===== config.mk =====
export PLATFORM = sky130hd
export DESIGN_NAME = operand_fetch_stage
export DESIGN_NICKNAME = d
export VERILOG_FILES = /design/src/rtl/operand_fetch_stage_pkg.sv /design/src/rtl/operand_fetch_stage_busy_scoreboard.sv /design/src/rtl/operand_fetch_stage.sv
export SDC_FILE = /design/constraint.sdc
export NUM_CORES = 1
export LEC_CHECK = 0
export ABC_AREA = 1
export BUFFER_PORTS_ARGS = -buffer_cell sky130_fd_sc_hd__buf_2
export CORE_MARGIN = 4
export CORE_UTILIZATION = 35
export CTS_CLUSTER_DIAMETER = 50
export DETAILED_ROUTE_END_ITERATION = 12
export RECOVER_POWER = 50
export REMOVE_ABC_BUFFERS = 1
export SLEW_MARGIN = 20
export SYNTH_ARGS = -nofsm -noshare
export SYNTH_HDL_FRONTEND = slang
export SYNTH_SLANG_ARGS = --single-unit

===== constraint.sdc =====
create_clock -name clk -period 1.7 [get_ports clk]
set_input_delay 0.34 -clock clk [delete_from_list [all_inputs] [get_ports clk]]
set_output_delay 0.34 -clock clk [all_outputs]
set_load 0.02 [all_outputs]

===== src/rtl/operand_fetch_stage_pkg.sv =====
// Shared widths and output-register state encoding for the operand fetch stage.
package operand_fetch_stage_pkg;

  localparam int unsigned DEF_DATA_W = 8;
  localparam int unsigned DEF_NREG   = 16;
  localparam int unsigned DEF_ADDR_W = 4;
  localparam int unsigned DEF_OP_W   = 4;

  typedef enum logic {
    ST_EMPTY = 1'b0,
    ST_FULL  = 1'b1
  } state_e;

endpackage


===== src/rtl/operand_fetch_stage_busy_scoreboard.sv =====
// Per-register pending-write tracker: one busy bit per architectural register,
// with a set port (new producer issued) and a clear port (write-back).
module operand_fetch_stage_busy_scoreboard
  import operand_fetch_stage_pkg::*;
#(
  parameter int unsigned NREG   = DEF_NREG,
  parameter int unsigned ADDR_W = DEF_ADDR_W
) (
  input  logic              clk,
  input  logic              reset,
  input  logic              i_set_en,
  input  logic [ADDR_W-1:0] i_set_addr,
  input  logic              i_clr_en,
  input  logic [ADDR_W-1:0] i_clr_addr,
  input  logic [ADDR_W-1:0] i_raddr_a,
  input  logic [ADDR_W-1:0] i_raddr_b,
  input  logic [ADDR_W-1:0] i_raddr_d,
  output logic              o_busy_a,
  output logic              o_busy_b,
  output logic              o_busy_d
);

  logic [NREG-1:0] r_busy;
  logic [NREG-1:0] w_busy_nxt;

  // Clear applied before set so a same-cycle retire + reissue leaves the bit pending.
  always_comb begin
    w_busy_nxt = r_busy;
    if (i_clr_en) w_busy_nxt[i_clr_addr] = 1'b0;
    if (i_set_en) w_busy_nxt[i_set_addr] = 1'b1;
  end

  always_ff @(posedge clk) begin
    if (reset) r_busy <= '0;
    else       r_busy <= w_busy_nxt;
  end

  assign o_busy_a = r_busy[i_raddr_a];
  assign o_busy_b = r_busy[i_raddr_b];
  assign o_busy_d = r_busy[i_raddr_d];

endmodule


===== src/rtl/operand_fetch_stage.sv =====
// Operand fetch: reads the register file, forwards same-cycle write-back data,
// stalls on pending writes, and registers operands for the ALU handshake.
module operand_fetch_stage
  import operand_fetch_stage_pkg::*;
#(
  parameter int unsigned DATA_W = DEF_DATA_W,
  parameter int unsigned NREG   = DEF_NREG,
  parameter int unsigned ADDR_W = DEF_ADDR_W,
  parameter int unsigned OP_W   = DEF_OP_W
) (
  input  logic              clk,
  input  logic              reset,
  input  logic              in_valid,
  output logic              in_ready,
  input  logic [OP_W-1:0]   in_op,
  input  logic [ADDR_W-1:0] in_rs1,
  input  logic [ADDR_W-1:0] in_rs2,
  input  logic [ADDR_W-1:0] in_rd,
  output logic [ADDR_W-1:0] rf_raddr1,
  output logic [ADDR_W-1:0] rf_raddr2,
  input  logic [DATA_W-1:0] rf_rdata1,
  input  logic [DATA_W-1:0] rf_rdata2,
  input  logic              wb_en,
  input  logic [ADDR_W-1:0] wb_addr,
  input  logic [DATA_W-1:0] wb_data,
  output logic              out_valid,
  input  logic              out_ready,
  output logic [OP_W-1:0]   out_op,
  output logic [ADDR_W-1:0] out_rd,
  output logic [DATA_W-1:0] out_a,
  output logic [DATA_W-1:0] out_b
);

  if (ADDR_W != 32'($clog2(NREG))) begin : g_bad_addr_w
    $error("ADDR_W must equal clog2(NREG)");
  end

  state_e            r_state;
  logic [OP_W-1:0]   r_op;
  logic [ADDR_W-1:0] r_rd;
  logic [DATA_W-1:0] r_a;
  logic [DATA_W-1:0] r_b;

  logic              w_busy_a;
  logic              w_busy_b;
  logic              w_busy_d;
  logic              w_fwd_a;
  logic              w_fwd_b;
  logic              w_fwd_d;
  logic [DATA_W-1:0] w_op_a;
  logic [DATA_W-1:0] w_op_b;
  logic              w_slot_free;
  logic              w_accept;

  assign rf_raddr1 = in_rs1;
  assign rf_raddr2 = in_rs2;

  // Write-back hits bypass the register file read, which still shows the old value.
  assign w_fwd_a = wb_en && (wb_addr == in_rs1);
  assign w_fwd_b = wb_en && (wb_addr == in_rs2);
  assign w_fwd_d = wb_en && (wb_addr == in_rd);
  assign w_op_a  = w_fwd_a ? wb_data : rf_rdata1;
  assign w_op_b  = w_fwd_b ? wb_data : rf_rdata2;

  assign w_slot_free = (r_state == ST_EMPTY) || out_ready;
  assign in_ready    = w_slot_free
                    && (!w_busy_a || w_fwd_a)
                    && (!w_busy_b || w_fwd_b)
                    && (!w_busy_d || w_fwd_d);
  assign w_accept    = in_valid && in_ready;

  operand_fetch_stage_busy_scoreboard #(
    .NREG   (NREG),
    .ADDR_W (ADDR_W)
  ) u_busy_scoreboard (
    .clk        (clk),
    .reset      (reset),
    .i_set_en   (w_accept),
    .i_set_addr (in_rd),
    .i_clr_en   (wb_en),
    .i_clr_addr (wb_addr),
    .i_raddr_a  (in_rs1),
    .i_raddr_b  (in_rs2),
    .i_raddr_d  (in_rd),
    .o_busy_a   (w_busy_a),
    .o_busy_b   (w_busy_b),
    .o_busy_d   (w_busy_d)
  );

  // Output register: loads on accept, drains when the ALU takes it, otherwise holds.
  always_ff @(posedge clk) begin
    if (reset) begin
      r_state <= ST_EMPTY;
      r_op    <= '0;
      r_rd    <= '0;
      r_a     <= '0;
      r_b     <= '0;
    end else if (w_accept) begin
      r_state <= ST_FULL;
      r_op    <= in_op;
      r_rd    <= in_rd;
      r_a     <= w_op_a;
      r_b     <= w_op_b;
    end else if (out_ready) begin
      r_state <= ST_EMPTY;
    end
  end

  assign out_valid = (r_state == ST_FULL);
  assign out_op    = r_op;
  assign out_rd    = r_rd;
  assign out_a     = r_a;
  assign out_b     = r_b;

endmodule


==> results.md, run 1 <==
- Setup crit start kind: register
- Crit Path Category: reg2out
- Slew @ Worst Pin: roughly 0.31 ns
- Post-synth EDFFs: 0
- Cts bufs inserted: 5
- Slew Limit Fails: 0
- Ports: 83
- Post-synthesis cell area: around 3000 um^2
- Clock Latency Late Sink: 0.29 ns
- Arr. time, crit path: 1.51 ns
- Max transition margin: 0.7887
- Reg2Reg Depth: 15
- Min Hold Slack: about 0.35 ns
- Yosys warnings: 0
- Worst vdd ir: about 0.41 mV
- Clk slew on worst S/H paths: 0.08 ns
- Final period utilization: 1.086
- Initial Util: 0.3630
- Post-Route Skew: between 0.004 and 0.005 ns
- Fin area: 4038 um^2
- Static leakage: about 2 nW
- GRT overflow: 0
- Worst setup margin: -0.1460 ns
- Synth area leaders: dfxtp_1 27%, nand2_1 16%, nand3_1 9.5%
- DRC Markers: 0
- Top-count cell post-synth: nand2_1
- Fin cells: a little under 700
- Number of global-route vias before repair: between 3000 and 4000
- Initial antenna violation count: 0
- Top FF cell, synth: dfxtp_1
- DR iter-0 viols: 234
- Post-layout min period: between 1.5 and 2 ns
- Share of total power in combinational logic: 0.384
- Hold Path Origin: out_ready
- Area delta synth->final: 34.68%
- P_sw: between 0.9 and 1 mW
- Layout cells sized above 1: 0.3741
- Post-DP HPWL: about 6.9 mm
- Routed wire length per instance: 13.59 um
- Sequential fraction of design power: 0.390
- Critical path's largest stage delay: between 0.3 and 0.4 ns
- # diodes: 0
- P_int: roughly 1.8 mW
- Setup TNS: -1.723 ns
- GPL Wtd Cong: between 0.9 and 1
- Sw frac: 0.3483
- Register area share after synthesis: 0.2738
- Final Net Count: 636
- Max cap viols: 0
- DR vias/cell: around 5
- Mapped Cells: slightly below 500
- Min-Delay Path Depth: 4
- Status: complete, but fails checks
- Detail Route Antenna Nets: 0
- Sink Count: 41
- Hold/Removal Path Class: in2reg
- Yosys cell types: 26
- DP Cell Count: ~670
- Largest net degree at the start of global routing: 49
- Syn avg cell area: a little over 6 um^2
- Clock power share: 0.226
- R2R setup slack: -0.09 ns
- Setup-violating endpoint count in the final report: 36
- RSZ-0062 raised after global routing: true
- Row count: 33
- Die width: about 100 um
- Max Freq: ~540 MHz
- Worst Path Max Fanout: 3
- GRT Util Overall: 0.1847
- Core Region: between 8000 and 9000 um^2
- Pre-CTS setup slack: -0.3014 ns
- End of the worst register-to-register path: out_a[5]
- Yosys reg bits: between 40 and 50
- Port Buffers: ~80
- Failing checks: negative setup slack
- CTS hold repair buffers: 0
- TritonCTS clock tree: done
- Crit-path cells: inv_2 -> nand2_1 -> nand3_1 -> nand3_1 -> nand3_1 -> nand2_2 -> nand2_2 -> nand2_2 -> nor2_4 -> buf_6
- Req. time, crit path: 1.36 ns
- Crit path max-delay cell type: dfxtp_2
- Worst r2r src: u_busy_scoreboard.r_busy[12]
- Hold Vio Cnt, Final: 0
- Worst Hold Path EP: out_valid
- Ys async rst share: 0
- PwrDens: ~700 nW/um^2
- # fillers: about 850
- Top cells by count, synth: 124 x nand2_1, 60 x inv_1, 57 x nand3_1, 49 x nor2_1, 41 x dfxtp_1
- Total die area: 10110 um^2
- Post-synth top area share: 0.2738
- Final WL: between 9 and 10 mm
- Clock root cell: clkbuf_8
- First drt pass iteration count: 4
- CTS max path bufs: 2
- DR vias: 3449
- CP Capture Type: primary output
- Dpl cell area: around 3600 um^2
- Area leader, netlist: dfxtp_1
- H-tree depth: 2
- Die H: between 100 and 150 um
- First-pass GRT wire length: between 15 and 20 mm
-- per-layer routing --
layer / vias up / global-route usage / wire length [um]
li1: 1747 / - / -
met1: 1536 / 0.2525 / 4305
met2: 145 / 0.2951 / 4143
met3: 21 / 0.03045 / 744
met4: 0 / 0.06114 / 228
met5: - / 0 / 0
-- per-stage QoR --
step | power, mW | utilization
final | 2.747 | 0.4889
after global routing | 2.911 | 0.4889
after CTS | 2.645 | 0.4636
after detailed placement | 1.938 | 0.4406
after global placement | 1.926 | 0.4406
after floorplan | 1.531 | -
-- area by class of cell --
type                            count  area, um^2  area share
Timing Repair Buffer              131       949.7      0.2352
Multi-Input combinational cell    341        1778      0.4403
Sequential cell                    41       840.8      0.2082
Tap cell                          105       131.4     0.03254
Inverter                           67       257.7     0.06384
Clock buffer                        8       80.08     0.01983
-- state kept, by name (all words and copies together), names as in the netlist --
signal / count
out_valid: 1
out_op: 4
out_b: 8
out_rd: 4
out_a: 8
u_busy_scoreboard.r_busy: 16
-- cell families (layout without fill, tap and decap cells) --
family | Yosys count | after routing | synth area share
buf+inv | 100 | 206 | 0.1611
simple gates | 251 | 251 | 0.3831
compound gates | 89 | 89 | 0.1791
xor+xnor | 1 | 1 | 0.002922
flops | 41 | 41 | 0.2738
-- cells in the final DEF, fill, tap and decap left out, drive strengths merged --
cell / n
nor2: 50
o21ai: 34
o31ai: 4
inv: 65
a21oi: 44
nand2: 125
clkbuf: 27
buf: 112
dfxtp: 41
nand4: 1
o22ai: 6
xnor2: 1
clkinv: 2
nand3: 74
a21boi: 1
nand3b: 1
-- power by group through the flow --
stage / Sequential [mW] / Combinational, mW / Clock [mW]
after floorplan: 1.16 / 0.374 / 0
final: 1.07 / 1.06 / 0.621
after global placement: 1.09 / 0.839 / 0
after detailed placement: 1.09 / 0.851 / 0
after global routing: 1.08 / 1.15 / 0.678
after CTS: 1.07 / 0.941 / 0.636
-- worst max-delay path: cells and delay by family (launching register included) --
family,cells,cell delay (ns)
AND/OR/NAND/NOR,8,0.66
buffers and inverters,2,0.22
flip-flops,1,0.33
-- worst max-delay path by stage --
stage                                 startpoint       end  slack (ns)  depth (start not counted)
floorplan                              in_rs2[1]  out_a[7]       -0.76                         10
global placement                        in_rd[0]  in_ready       -0.26                         12
detailed placement                      in_rd[0]  in_ready       -0.30                         12
CTS                  u_busy_scoreboard.r_busy[2]  in_ready       -0.16                         10
global route         u_busy_scoreboard.r_busy[5]  in_ready       -0.25                         10
finish              u_busy_scoreboard.r_busy[12]  in_ready       -0.15                         10
-- what timing repair did --
action	in CTS	in global routing
gates cloned	2	3
endpoints found under the setup margin	37	42
buffers inserted	1	6
pin swaps	11	16
gates resized for setup	28	36
Note: power is estimated with default switching activity, not from simulation.
==> run 2: changes to the inputs <==
Settings changed: CORE_MARGIN 4 to 2.
==> run 2 against run 1 <==
  * Clock skew is 0.0041 ns higher
  * Critical path type unchanged
  * The flow still finishes with violations (negative setup slack)
  * Largest power group is now combinational logic
  * Non-clock buffer count is 6 higher
  * Clock-buffer cell count decreased by 2
  * Via count rose by 1.1%
  * Die area fell by 7.8%
  * Power rose by 3.7%
  * Core utilization rose by 3.3 points
  * Sequential share of layout area is 1.4 points lower
  * First-iteration DRC count shrank 47%
  * Routed wire length increased by 2.0%
==> results.md, run 2 (synthesis gave the netlist of run 1 again) <==
- Area delta synth->final: 43.70%
- Largest net degree at the start of global routing: 25 (-49%)
- Final period utilization: 1.118 (+0.03252)
- CTS max path bufs: 2 (unchanged)
- Clock root cell: clkbuf_8
- Max cap viols: 0 (unchanged)
- Tot Pwr: 2.848 mW (+3.7%)
- PwrDens: 661.1 nW/um^2 (-2.8%)
- Crit path max-delay cell type: dfxtp_2
- Sink Count: 41 (unchanged)
- GRT overflow: 0 (unchanged)
- # diodes: 0 (unchanged)
- TritonCTS clock tree: done
- Critical path's largest stage delay: 0.34 ns (about the same)
- CP Capture Type: primary output
- H-tree depth: 2 (unchanged)
- Final WL: 9.610 mm (+2.0%)
- Hold/Removal Path Class: in2reg
- Crit Path Category: reg2out
- Port Buffers: 82 (unchanged)
- Most common cell after layout, fill and taps aside: nand2_1
- Row count: 33 (unchanged)
- Fin cells: 699 (+0.87%)
- DRC Markers: 0 (unchanged)
- Post-layout min period: 1.901 ns (+0.05528 ns)
- Die H: 96.55 um (-4.0%)
- Die width: 96.55 um (-4.0%)
- Setup-violating endpoint count in the final report: 42 (+17%)
- Req. time, crit path: 1.36 ns (about the same)
- # fillers: 842 (-1.3%)
- DP Cell Count: 683 (+1.5%)
- GRT Util Overall: 0.2017 (+0.01701)
- First-pass GRT wire length: 14.82 mm (-3.8%)
- CP delay by family, top: simple AND/OR/NAND/NOR gates
- Post-Route Skew: 0.008675 ns (+0.004103 ns)
- Max Freq: 526.0 MHz (-2.9%)
- GPL Wtd Cong: 0.9344 (+2.0%)
- Register with the most flip-flops: u_busy_scoreboard.r_busy
- Crit-path cells: inv_1 -> nand2_1 -> nand3_1 -> nand3_2 -> nand3_2 -> nand2_1 -> nand2_2 -> nand2_2 -> nor2_4 -> buf_6
- Core Region: 8258 um^2 (unchanged)
- Layout cells sized above 1: 0.4074 (+0.03326)
- Worst Path Max Fanout: 3 (unchanged)
- DR vias/cell: 4.987 (+0.21%)
- DR iter-0 viols: 124 (-47%)
- Worst vdd ir: 0.4333 mV (+4.4%)
- Bufs and invs on worst path: 2 (unchanged)
- Most frequent cells in the layout: 117 x nand2_1, 64 x buf_2, 54 x inv_1, 44 x nor2_1, 37 x buf_4
- Failing checks: negative setup slack
- Detail Route Antenna Nets: 0 (unchanged)
- Max transition margin: 0.6475 (-0.1412)
- Total die area: 9322 um^2 (-7.8%)
- Clock Latency Late Sink: 0.29 ns (about the same)
- Setup TNS: -4.146 ns (-2.423 ns)
- Static leakage: 2.052 nW (+3.2%)
- Initial Util: 0.3630 (unchanged)
- Setup crit start kind: register
- DR vias: 3486 (+1.1%)
- R2R setup slack: -0.13 ns (-0.04 ns)
- Max FFs per register: 16 (unchanged)
- Number of global-route vias before repair: 3171 (-1.2%)
- Routed wire length per instance: 13.75 um (+1.1%)
- Initial antenna violation count: 0 (unchanged)
- First drt pass iteration count: 5 (+1)
- Worst setup margin: -0.2013 ns (-0.05528 ns)
- Cts bufs inserted: 5 (unchanged)
- Ports: 83 (unchanged)
- Arr. time, crit path: 1.56 ns (+0.05 ns)
- Slew Limit Fails: 0 (unchanged)
- RSZ-0062 raised after global routing: true
- Post-DP HPWL: 7.008 mm (+1.7%)
- Clk slew on worst S/H paths: 0.09 ns (about the same)
- Hold Vio Cnt, Final: 0 (unchanged)
- Final Net Count: 642 (+0.94%)
- Status: complete, but fails checks
- Slew @ Worst Pin: 0.5288 ns (+0.2145 ns)
[run 2: repair_timing]
action	in CTS	in global routing
endpoints found under the setup margin	35	42
hold buffers	0	0
pin swaps	7	20
buffers inserted	2	1
gates resized for setup	29	79
hold endpoints to repair	0	0
cloned	1	5
[run 2: report_power, final]
| part | switching (mW) | internal [mW] | total (mW) |
|---|---|---|---|
| sequential | 0.0423 | 1.03 | 1.07 |
| combinational | 0.636 | 0.516 | 1.15 |
| clock | 0.343 | 0.285 | 0.628 |
| total | 1.02 | 1.83 | 2.85 |
[run 2: worst paths after layout]
path | end | from | cells after the start
worst min-delay path | out_op[1] | in_op[1] | 5
worst min register to register | out_rd[2] | out_rd[2] | 2
worst max-delay path | in_ready | u_busy_scoreboard.r_busy[13] | 10
worst max register to register | out_rd[2] | u_busy_scoreboard.r_busy[13] | 15
[run 2: final cells by class]
class | count | area, um^2 | share of cell area
Sequential cell | 41 | 835.8 | 0.1940
Timing Repair Buffer | 137 | 1033 | 0.2399
Clock inverter | 2 | 10.01 | 0.002324
Inverter | 67 | 256.5 | 0.05954
Clock buffer | 6 | 72.57 | 0.01685
Multi-Input combinational cell | 341 | 1968 | 0.4569
Tap cell | 105 | 131.4 | 0.03050
[run 2: worst reg2reg max path, stage by stage (launching register included)]
cell and delay (ns):
dfxtp_2 0.34, inv_1 0.08, nand2_1 0.06, nand3_1 0.10
nand3_2 0.10, nand3_2 0.08, nand2_1 0.07, nand2_2 0.07
nand2_2 0.06, nor2_4 0.16, buf_6 0.14, clkbuf_16 0.15
buf_12 0.14, nand3_2 0.07, nand2_2 0.08, nor2_2 0.04
[run 2: per-layer routing]
| layer | GRT usage | share of wire |
|---|---|---|
| met5 | 0 | 0 |
| met3 | 0.03724 | 0.070 |
| met2 | 0.3356 | 0.47 |
| met4 | 0.06103 | 0.018 |
| met1 | 0.2654 | 0.44 |
[run 2: metrics by stage]
step	util	setup slack, ns	hold WS (ns)	instance area, um^2
2_1_floorplan	-	-0.7588	0.4024	2769
3_3_place_gp	0.4467	-0.3137	0.4638	3689
3_5_place_dp	0.4467	-0.3428	0.4698	3689
4_1_cts	0.4733	-0.2107	0.3610	3909
5_1_grt	0.5217	-0.3083	0.3812	4308
6_report	0.5217	-0.2013	0.3548	4308
==> run 3: changes to the inputs <==
Settings changed: BUFFER_PORTS_ARGS -buffer_cell sky130_fd_sc_hd__buf_2 to unset, DONT_BUFFER_PORTS set to 1, SKIP_CTS_REPAIR_TIMING set to 1.
==> run 3 against run 2 <==
  * The flow still finishes with violations (negative setup slack)
  * Critical path depth is the same
  * Fmax grew 1.3%
  * Combinational power shrank 43%
  * Core utilization shrank 12 points
  * Clock skew shrank 0.0035 ns
  * Non-clock buffer count shrank 116
  * Die area is the same
  * First-iteration DRC count shrank 4.8%
  * Final area shrank 24%
  * Via count shrank 14%
  * Flip-flop and latch count is the same
  * Sequential power grew 7%
  * Highest routed layer unchanged
==> results.md, run 3 (synthesis gave the netlist of run 1 again) <==
- Worst r2r src: u_busy_scoreboard.r_busy[14]
- Post-Route Skew: 0.005213 ns (-0.003462 ns)
- Largest net degree at the start of global routing: 66 (+160%)
- Detail Route Antenna Nets: 0 (unchanged)
- Failing checks: negative setup slack
- Setup-violating endpoint count in the final report: 37 (-12%)
- GPL Wtd Cong: 0.8990 (-3.8%)
- Area delta synth->final: 9.766%
- Hold Path Origin: reset
- DR vias: 2983 (-14%)
- Register with the most flip-flops: u_busy_scoreboard.r_busy
- Static leakage: 1.510 nW (-26%)
- GRT overflow: 0 (unchanged)
- Slew Limit Fails: 0 (unchanged)
- Dpl cell area: 3000 um^2 (-19%)
- Min-Delay Path Depth: 1 (-4)
- Post-layout min period: 1.878 ns (-0.02351 ns)
- # diodes: 0 (unchanged)
- Initial Util: 0.3630 (unchanged)
- Ports: 83 (unchanged)
- Layout cells sized above 1: 0.2238 (-0.1836)
- Status: complete, but fails checks
- Worst Hold Path EP: u_busy_scoreboard.r_busy[4]
- TritonCTS clock tree: done
- Setup crit start kind: register
- Max transition margin: 0.7979 (+0.1504)
- DR vias/cell: 5.117 (+2.6%)
- Hold Vio Cnt, Final: 0 (unchanged)
- Slew @ Worst Pin: 0.3006 ns (-0.2282 ns)
- Core Region: 8258 um^2 (unchanged)
- Routed wire length per instance: 14.93 um (+8.6%)
- Max FFs per register: 16 (unchanged)
- Clock Latency Late Sink: 0.29 ns (about the same)
- Fin area: 3291 um^2 (-24%)
- First drt pass iteration count: 4 (-1)
- DRC Markers: 0 (unchanged)
- CTS max path bufs: 2 (unchanged)
- End of the worst register-to-register path: out_rd[0]
- P_sw: 0.8160 mW (-20%)
- # fillers: 908 (+7.8%)
- Sequential fraction of design power: 0.473 (+0.098)
- Max cap viols: 0 (unchanged)
- Clock power share: 0.257 (+0.037)
- H-tree depth: 2 (unchanged)
- Worst vdd ir: 0.4255 mV (-1.8%)
- First-pass GRT wire length: 13.17 mm (-11%)
- Clk slew on worst S/H paths: 0.08 ns (about the same)
- PwrDens: 737.6 nW/um^2 (+12%)
- Final Net Count: 526 (-18%)
- Fin cells: 583 (-17%)
- Tot Pwr: 2.427 mW (-15%)
- Post-DP HPWL: 5.996 mm (-14%)
- Pre-CTS setup slack: -0.03970 ns (+0.3031 ns)
- Final WL: 8.707 mm (-9.4%)
- Worst Path Max Fanout: 7 (+4)
- R2R setup slack: -0.12 ns (about the same)
- Worst setup margin: -0.1778 ns (+0.02351 ns)
- Die H: 96.55 um (unchanged)
- Reg2Reg Depth: 15 (unchanged)
- Die width: 96.55 um (unchanged)
- Hold/Removal Path Class: in2reg
- Most common cell after layout, fill and taps aside: nand2_1
- Req. time, crit path: 1.36 ns (about the same)
- RSZ-0062 raised after global routing: true
- DR iter-0 viols: 118 (-4.8%)
- DP Cell Count: 564 (-17%)
- Final core occ: 0.3985 (-0.1232)
- P_int: 1.611 mW (-12%)
- Final period utilization: 1.105 (-0.01383)
- Initial antenna violation count: 0 (unchanged)
- Crit Path Category: reg2out
- Port Buffers: 0 (-100%)
- Cts bufs inserted: 5 (unchanged)
- Sink Count: 41 (unchanged)
- Total die area: 9322 um^2 (unchanged)
- Arr. time, crit path: 1.54 ns (-0.02 ns)
- Share of total power in combinational logic: 0.269 (-0.135)
- Row count: 33 (unchanged)
- Clock root cell: clkbuf_8
- CP Capture Type: primary output
- Number of global-route vias before repair: 2682 (-15%)
- Most frequent cells in the layout: 121 x nand2_1, 56 x nand3_1, 50 x inv_1, 49 x nor2_1, 29 x dfxtp_1
- GRT Util Overall: 0.1786 (-0.02305)
- Max Freq: 532.5 MHz (+1.3%)
- Sw frac: 0.3362 (-0.02218)
run 3: changes by cell type in the layout (fill, tap and decap cells not counted), moves of 5 or more:
cell / before / now
nor2_1: 44 / 49
nand3_1: 32 / 56
buf_12: 7 / 2
nand3_4: 8 / 0
a21oi_2: 32 / 24
buf_2: 64 / 0
buf_4: 37 / 12
inv_2: 10 / 15
clkbuf_1: 17 / 1
a21oi_1: 12 / 20
nand3_2: 34 / 18
run 3: area by class of cell:
| class | instances | area, um^2 | share of cell area |
|---|---|---|---|
| clock inverter | 2 | 10.01 | 0.003042 |
| multi-input combinational | 341 | 1733 | 0.5266 |
| tap | 105 | 131.4 | 0.03992 |
| clock buffer | 6 | 72.57 | 0.02205 |
| inverter | 67 | 254.0 | 0.07719 |
| sequential | 41 | 835.8 | 0.2540 |
| timing repair buffer | 21 | 254.0 | 0.07719 |
run 3: worst max-delay path by stage:
stage,slack (ns),startpoint,end,cells past startpoint
after floorplan,-0.76,in_rs2[1],out_a[7],10
after global placement,0.007,in_rs2[1],in_ready,8
after detailed placement,-0.04,in_rs2[1],out_rd[0],11
after CTS,-0.29,u_busy_scoreboard.r_busy[4],in_ready,10
after global routing,-0.26,u_busy_scoreboard.r_busy[7],in_ready,10
final,-0.18,u_busy_scoreboard.r_busy[14],in_ready,10
run 3: critical path: stages, from the launching register on:
cell and delay [ns]:
dfxtp_2 0.33, inv_2 0.07, o21ai_1 0.06, nand2_1 0.06, nand2_1 0.06, nand2_1 0.07
nand2_1 0.06, o21ai_2 0.14, nand2_2 0.08, nor2_4 0.16, buf_12 0.15
run 3: stage by stage:
| step | hold slack, ns | TNS [ns] |
|---|---|---|
| detailed placement | 0.4063 | -0.1739 |
| global placement | 0.4059 | 0 |
| global route | 0.07511 | -6.508 |
| floorplan | 0.4024 | -30.54 |
| finish | 0.09752 | -2.404 |
| CTS | 0.09111 | -0.2882 |
run 3: power groups by stage:
stage / clock network, mW / logic, mW / registers, mW
detailed placement: 0 / 0.506 / 1.17
finish: 0.624 / 0.654 / 1.15
global route: 0.694 / 0.725 / 1.16
floorplan: 0 / 0.374 / 1.16
global placement: 0 / 0.498 / 1.17
CTS: 0.652 / 0.507 / 1.15
run 3: layer usage:
layer	GRT usage	wire length, um	vias to the layer above
met5	0	0	-
met4	0.04695	112	0
met3	0.05275	788	12
met2	0.2749	3908	122
met1	0.2440	3898	1324
li1	-	-	1525
